### src/rtl/dht11_bus_controller.sv
// DHT11 single-wire transaction sequencer: host start pulse, response preamble check, 40-bit pulse-width decode.
// Optional build macro DHT_CHECKSUM_EN: reject frames whose checksum byte mismatches the sum of the upper four bytes.
module dht11_bus_controller #(
    parameter int START_LOW_CYCLES = 900000,
    parameter int TIMEOUT_CYCLES   = 5000,
    parameter int BIT_THRESHOLD    = 2000
) (
    input  logic        clock,
    input  logic        reset_n,
    input  logic        start,
    output logic        busy,
    output logic        done,
    output logic        error,
    output logic [39:0] data,
    output logic        dir,
    output logic        send,
    input  logic        read,
    output logic [3:0]  dbg_state
);

    localparam int MAXP = (START_LOW_CYCLES > TIMEOUT_CYCLES)
                        ? ((START_LOW_CYCLES > BIT_THRESHOLD) ? START_LOW_CYCLES : BIT_THRESHOLD)
                        : ((TIMEOUT_CYCLES > BIT_THRESHOLD) ? TIMEOUT_CYCLES : BIT_THRESHOLD);
    localparam int CW = $clog2(MAXP) + 1;

    localparam logic [CW-1:0] START_LAST = CW'(START_LOW_CYCLES - 1);
    localparam logic [CW-1:0] TO_LAST    = CW'(TIMEOUT_CYCLES - 1);
    localparam logic [CW-1:0] THR        = CW'(BIT_THRESHOLD);

    typedef enum logic [3:0] {
        IDLE      = 4'd0,
        START_LOW = 4'd1,
        RELEASE   = 4'd2,
        RESP_LOW  = 4'd3,
        RESP_HIGH = 4'd4,
        BIT_LOW   = 4'd5,
        BIT_HIGH  = 4'd6,
        DONE      = 4'd7,
        ERROR     = 4'd8
    } state_t;

    state_t         state_q, state_d;
    logic [CW-1:0]  cnt_q, cnt_d;
    logic [5:0]     bit_cnt_q, bit_cnt_d;
    logic [39:0]    shreg_q, shreg_d;
    logic [39:0]    data_q, data_d;
    logic [1:0]     sync_q;
    logic           rs_prev_q;

    logic           rs;
    logic           rs_fell;
    logic           timeout;
    logic [39:0]    frame;
    logic           chk_ok;

    assign rs      = sync_q[1];
    assign rs_fell = rs_prev_q & ~rs;
    assign timeout = (cnt_q == TO_LAST);
    // The cycle in which BIT_LOW saw the rising edge is part of the pulse, so
    // a high of N clocks leaves N-1 in the counter when the falling edge is seen.
    assign frame   = {shreg_q[38:0], (cnt_q >= THR)};

`ifdef DHT_CHECKSUM_EN
    logic [7:0] sum;
    assign sum    = frame[39:32] + frame[31:24] + frame[23:16] + frame[15:8];
    assign chk_ok = (frame[7:0] == sum);
`else
    assign chk_ok = 1'b1;
`endif

    always_ff @(posedge clock or negedge reset_n) begin
        if (!reset_n) begin
            state_q   <= IDLE;
            cnt_q     <= '0;
            bit_cnt_q <= '0;
            shreg_q   <= '0;
            data_q    <= '0;
            sync_q    <= '0;
            rs_prev_q <= 1'b0;
        end else begin
            state_q   <= state_d;
            cnt_q     <= cnt_d;
            bit_cnt_q <= bit_cnt_d;
            shreg_q   <= shreg_d;
            data_q    <= data_d;
            sync_q    <= {sync_q[0], read};
            rs_prev_q <= rs;
        end
    end

    always_comb begin
        state_d   = state_q;
        cnt_d     = (state_q == IDLE) ? '0 : cnt_q + CW'(1);
        bit_cnt_d = bit_cnt_q;
        shreg_d   = shreg_q;
        data_d    = data_q;

        unique case (state_q)
            IDLE: begin
                if (start) begin
                    state_d   = START_LOW;
                    bit_cnt_d = '0;
                    shreg_d   = '0;
                end
            end
            START_LOW: begin
                if (cnt_q == START_LAST) state_d = RELEASE;
            end
            // The synchronizer still holds the host's own low pulse here, so
            // only a fresh falling edge counts as the sensor answering.
            RELEASE: begin
                if (rs_fell)      state_d = RESP_LOW;
                else if (timeout) state_d = ERROR;
            end
            RESP_LOW: begin
                if (rs)           state_d = RESP_HIGH;
                else if (timeout) state_d = ERROR;
            end
            RESP_HIGH: begin
                if (!rs)          state_d = BIT_LOW;
                else if (timeout) state_d = ERROR;
            end
            BIT_LOW: begin
                if (rs)           state_d = BIT_HIGH;
                else if (timeout) state_d = ERROR;
            end
            BIT_HIGH: begin
                if (!rs) begin
                    shreg_d   = frame;
                    bit_cnt_d = bit_cnt_q + 6'd1;
                    if (bit_cnt_q == 6'd39) begin
                        if (chk_ok) begin
                            data_d  = frame;
                            state_d = DONE;
                        end else begin
                            state_d = ERROR;
                        end
                    end else begin
                        state_d = BIT_LOW;
                    end
                end else if (timeout) begin
                    state_d = ERROR;
                end
            end
            DONE:    state_d = IDLE;
            ERROR:   state_d = IDLE;
            default: state_d = IDLE;
        endcase

        if (state_d != state_q) cnt_d = '0;
    end

    assign busy      = (state_q != IDLE) && (state_q != DONE) && (state_q != ERROR);
    assign done      = (state_q == DONE);
    assign error     = (state_q == ERROR);
    assign dir       = (state_q == START_LOW);
    assign send      = 1'b0;
    assign data      = data_q;
    assign dbg_state = state_q;

endmodule

### config.mk
export PLATFORM = sky130hd
export DESIGN_NAME = dht11_bus_controller
export DESIGN_NICKNAME = d
export VERILOG_FILES = /design/src/rtl/dht11_bus_controller.sv
export SDC_FILE = /design/constraint.sdc
export NUM_CORES = 1
export LEC_CHECK = 0
export ABC_AREA = 1
export CAP_MARGIN = 20
export CORE_MARGIN = 5
export CORE_UTILIZATION = 25
export CTS_BUF_LIST = sky130_fd_sc_hd__clkbuf_2 sky130_fd_sc_hd__clkbuf_4 sky130_fd_sc_hd__clkbuf_8
export DETAILED_ROUTE_END_ITERATION = 7
export PLACE_DENSITY_LB_ADDON = 0.15
export REMOVE_ABC_BUFFERS = 1
export SLEW_MARGIN = 20
export SYNTH_ARGS = -nofsm -noshare
export SYNTH_HDL_FRONTEND = slang
export SYNTH_SLANG_ARGS = --single-unit
### constraint.sdc
create_clock -name clock -period 1.85 [get_ports clock]
set_input_delay 0.2775 -clock clock [delete_from_list [all_inputs] [get_ports clock]]
set_output_delay 0.2775 -clock clock [all_outputs]
set_load 0.01 [all_outputs]
==> impl_metrics.csv, run 1 <==
group,metric,value,unit
worst_setup_path,crit_type,"reg2reg",
yosys,synth_common_cells,"113 x dfrtp_1, 110 x nand2_1, 72 x inv_1",
yosys,synth_area,5040,µm²
grt,antenna_found_initial,0,
floorplanning,ioPinCount,53,
clock_tree,clk_path_buf_depth,2,
power,p_int,3610,µW
sta,period_needed,1.80,ns
power,fin_total_pwr,4790,µW
clock_tree,cts_tree,"done",
sta,hold-worst-slack,0.300,ns
yosys,syn_avg_cell_area,8.80,µm²
yosys,synth_edf_count,0,
yosys,synth_ff_type,"dfrtp_1",
finish,final_cells,960,
placed_design,gp_congestion,0.839,
sta,rsz0062_at_grt,"true",
flow_run,max_cap_viol_count,0,
detailed_routing,vias_per_cell,4.31,
sta,hold_viol,0,
finish,nNetsFinal,684,
worst_setup_path,required,2.17,ns
sta,fin_crit_sh,97.3,%
finish,syn_to_final_growth,35.2,%
worst_setup_path,cp-start-kind,"register",
grt,grt_pass1_vias,4135,
power,peakVddDrop,0.372,mV
detailed_routing,drt-pass1-iter-count,5,
yosys,ys_ff_latch,113,
power,clkPwrFrac,46.6,%
floorplanning,dieArea,23100,µm²
yosys,syn-instance-count,572,
floorplanning,fp-row-count,52,
clock_tree,clk_latency,0.43,ns
placed_design,io_buffers,51,
power,netSwitchingPower,1180,µW
floorplanning,die_w,152,µm
clock_tree,cts_made_buffers,17,
sta,fmax,555,MHz
yosys,synth.most_common_cell,"dfrtp_1",
worst_setup_path,critPathCaptureType,"register",
floorplanning,coreArea,20000,µm²
clock_tree,h-tree-depth,4,
yosys,synth_top_area_cell,"dfrtp_1",
sta,tns,0,ns
clock_tree,clk_pin_slew,0.08,ns
outcome,status,"finished clean",
placed_design,hpwl,8480,µm
yosys,seq_area_frac_synth,56.1,%
floorplanning,start_util,25.1,%
finish,drive_above_1_share,23.9,%
yosys,ys_warn_count,0,
floorplanning,die_h,152,µm
yosys,synth_top_area_share,56.1,%
power,powerDensity,703,nW/µm²
yosys,synthArstFlopShare,100,%
grt,grt-ovfl-total,0,
worst_setup_path,critPathMaxFanout,5,
power,netSwitchingFraction,24.6,%
grt,grt_pass1_wl,21200,µm
detailed_routing,wl_per_cell,12.9,µm
clock_tree,root_buffer,"clkbuf_8",
clock_tree,cts.sinks,113,
power,combinationalPowerShare,1.7,%
power,seqPwrFrac,51.7,%
worst_setup_path,worstPathArrival,2.12,ns
detailed_routing,vias,4134,
detailed_routing,ant_nets,0,
yosys,synthTopCellsByArea,"dfrtp_1 56%, nand2_1 8.2%, inv_1 5.4%, o22ai_1 4.8%, o21ai_1 4.0%",
placed_design,place_inst,914,
sta,timing.final.max_slew_violations,0,
detailed_routing,wl,12400,µm
grt,grt_max_degree,73,
worst_hold_path,hold_path_class,"in2reg",
yosys,yosysUniqueCellTypes,33,
sta,setup_viol,0,
grt,track_usage,11.0,%
sta,skew,0.0135,ns
finish,diodes,0,
detailed_routing,drc,0,
detailed_routing,first_iter_violations,186,
power,p_leak,0.00324,µW
-- layout make-up --
cell class / count / area, µm²
timing repair buffer: 107 / 1050
clock inverter: 14 / 133
multi-input combinational: 355 / 1890
fill: 2102 / 13200
clock buffer: 18 / 248
tap: 270 / 338
sequential: 113 / 2830
inverter: 83 / 317
-- final timing paths --
| path | startpoint | end | slack (ns) | cells past startpoint |
|---|---|---|---|---|
| worst max-delay path | cnt_q[1] | cnt_q[9] | 0.05 | 15 |
| worst min-delay path | read | sync_q[0] | 0.30 | 1 |
| worst max register to register | cnt_q[1] | cnt_q[9] | 0.05 | 15 |
| worst min register to register | sync_q[0] | sync_q[1] | 0.35 | 0 |
| max in group asynchronous | reset_n | data[4] | 0.99 | 3 |
| min in group asynchronous | reset_n | data[15] | 0.31 | 2 |
-- layout by cell type (no fill, tap or decap), drive strengths merged, types with 3 or more instances in the layout --
master         netlist  routed
buf                  8      54
dlymetal6s2s         0       3
dfrtp              113     113
clkinv               3      10
nor3                13      13
a31oi                3       3
or2                  3       3
clkinvlp             0       3
o21ai               53      53
inv                 80      83
ha                   3       3
a21oi                6       6
nor4                 3       3
nand2              119     119
nor2                63      63
nand3               26      26
clkdlybuf4s50        0      43
clkbuf              13      22
nand4               15      15
o22ai               39      39
-- worst max-delay path, cell delays in order, from the launching register on --
cell	delay, ns
dfrtp_1	0.36
ha_2	0.21
nand2_2	0.06
inv_2	0.05
nand2_1	0.04
nor2_1	0.11
nand3_2	0.12
nand2_1	0.09
nand2_1	0.06
nand2_2	0.08
nand3_2	0.06
nand2_2	0.07
inv_2	0.04
nand2_4	0.13
clkbuf_16	0.18
nor2_2	0.03
-- stage by stage --
stage	utilization, %	instance area (µm²)	setup slack, ns
2_1_floorplan	-	4930	-1.30
3_3_place_gp	30.8	6180	0.0243
3_5_place_dp	30.8	6180	0.000406
4_1_cts	33.0	6620	0.00523
5_1_grt	34.0	6810	-0.109
6_report	34.0	6810	0.0496
-- per-layer routing --
layer  wire length [µm]  vias to the layer above  global-route usage, %
li1                   -                     2087                      -
met5                  0                        -                      0
met3                462                       18                   3.07
met1               6080                     1954                   15.1
met4                198                        0                   3.81
met2               5660                       75                   16.9
-- sequential cells by signal (all words and copies together), names as in the netlist --
name       count
bit_cnt_q      6
cnt_q         21
data          40
dbg_state      4
rs_prev_q      1
shreg_q       39
sync_q         2
-- cell families (layout without fill, tap and decap cells) --
logic type | count (synthesis) | in the layout | share of synthesized area [%]
compound gates | 104 | 104 | 11.6
xor+xnor | 3 | 3 | 0.522
fa+ha+maj | 3 | 3 | 0.745
buf+inv | 104 | 222 | 8.25
flops | 113 | 113 | 56.1
other cells | 1 | 1 | 0.0745
simple gates | 244 | 244 | 22.7
-- power by group through the flow --
| stage | registers (µW) | logic, µW | clock network [µW] |
|---|---|---|---|
| 4_1_cts | 2470 | 86.5 | 2340 |
| 5_1_grt | 2470 | 96.5 | 2460 |
| 3_5_place_dp | 2520 | 85.4 | 0 |
| 3_3_place_gp | 2520 | 84.2 | 0 |
| 6_report | 2470 | 81.0 | 2230 |
| 2_1_floorplan | 2520 | 5.01 | 0 |
-- repair_timing --
action                                 in CTS  in global routing
pin swaps                                   2                 10
setup endpoints to repair                  17                 51
endpoints found under the hold margin      22                  0
gates cloned                                0                  2
setup buffers                               3                  8
hold buffers                                1                  0
gates resized for setup                    18                 30
Power figures use the tool's default switching activity.
==> run 2: changes to the inputs <==
--- a/config.mk
+++ b/config.mk
@@ -11,6 +11,7 @@
 export CORE_UTILIZATION = 25
 export CTS_BUF_LIST = sky130_fd_sc_hd__clkbuf_2 sky130_fd_sc_hd__clkbuf_4 sky130_fd_sc_hd__clkbuf_8
 export DETAILED_ROUTE_END_ITERATION = 7
+export HOLD_SLACK_MARGIN = 0.1
 export PLACE_DENSITY_LB_ADDON = 0.15
 export REMOVE_ABC_BUFFERS = 1
 export SLEW_MARGIN = 20
==> results of run 2 <==
Same layout as run 1: the final DEF is identical, and so are final timing and power.
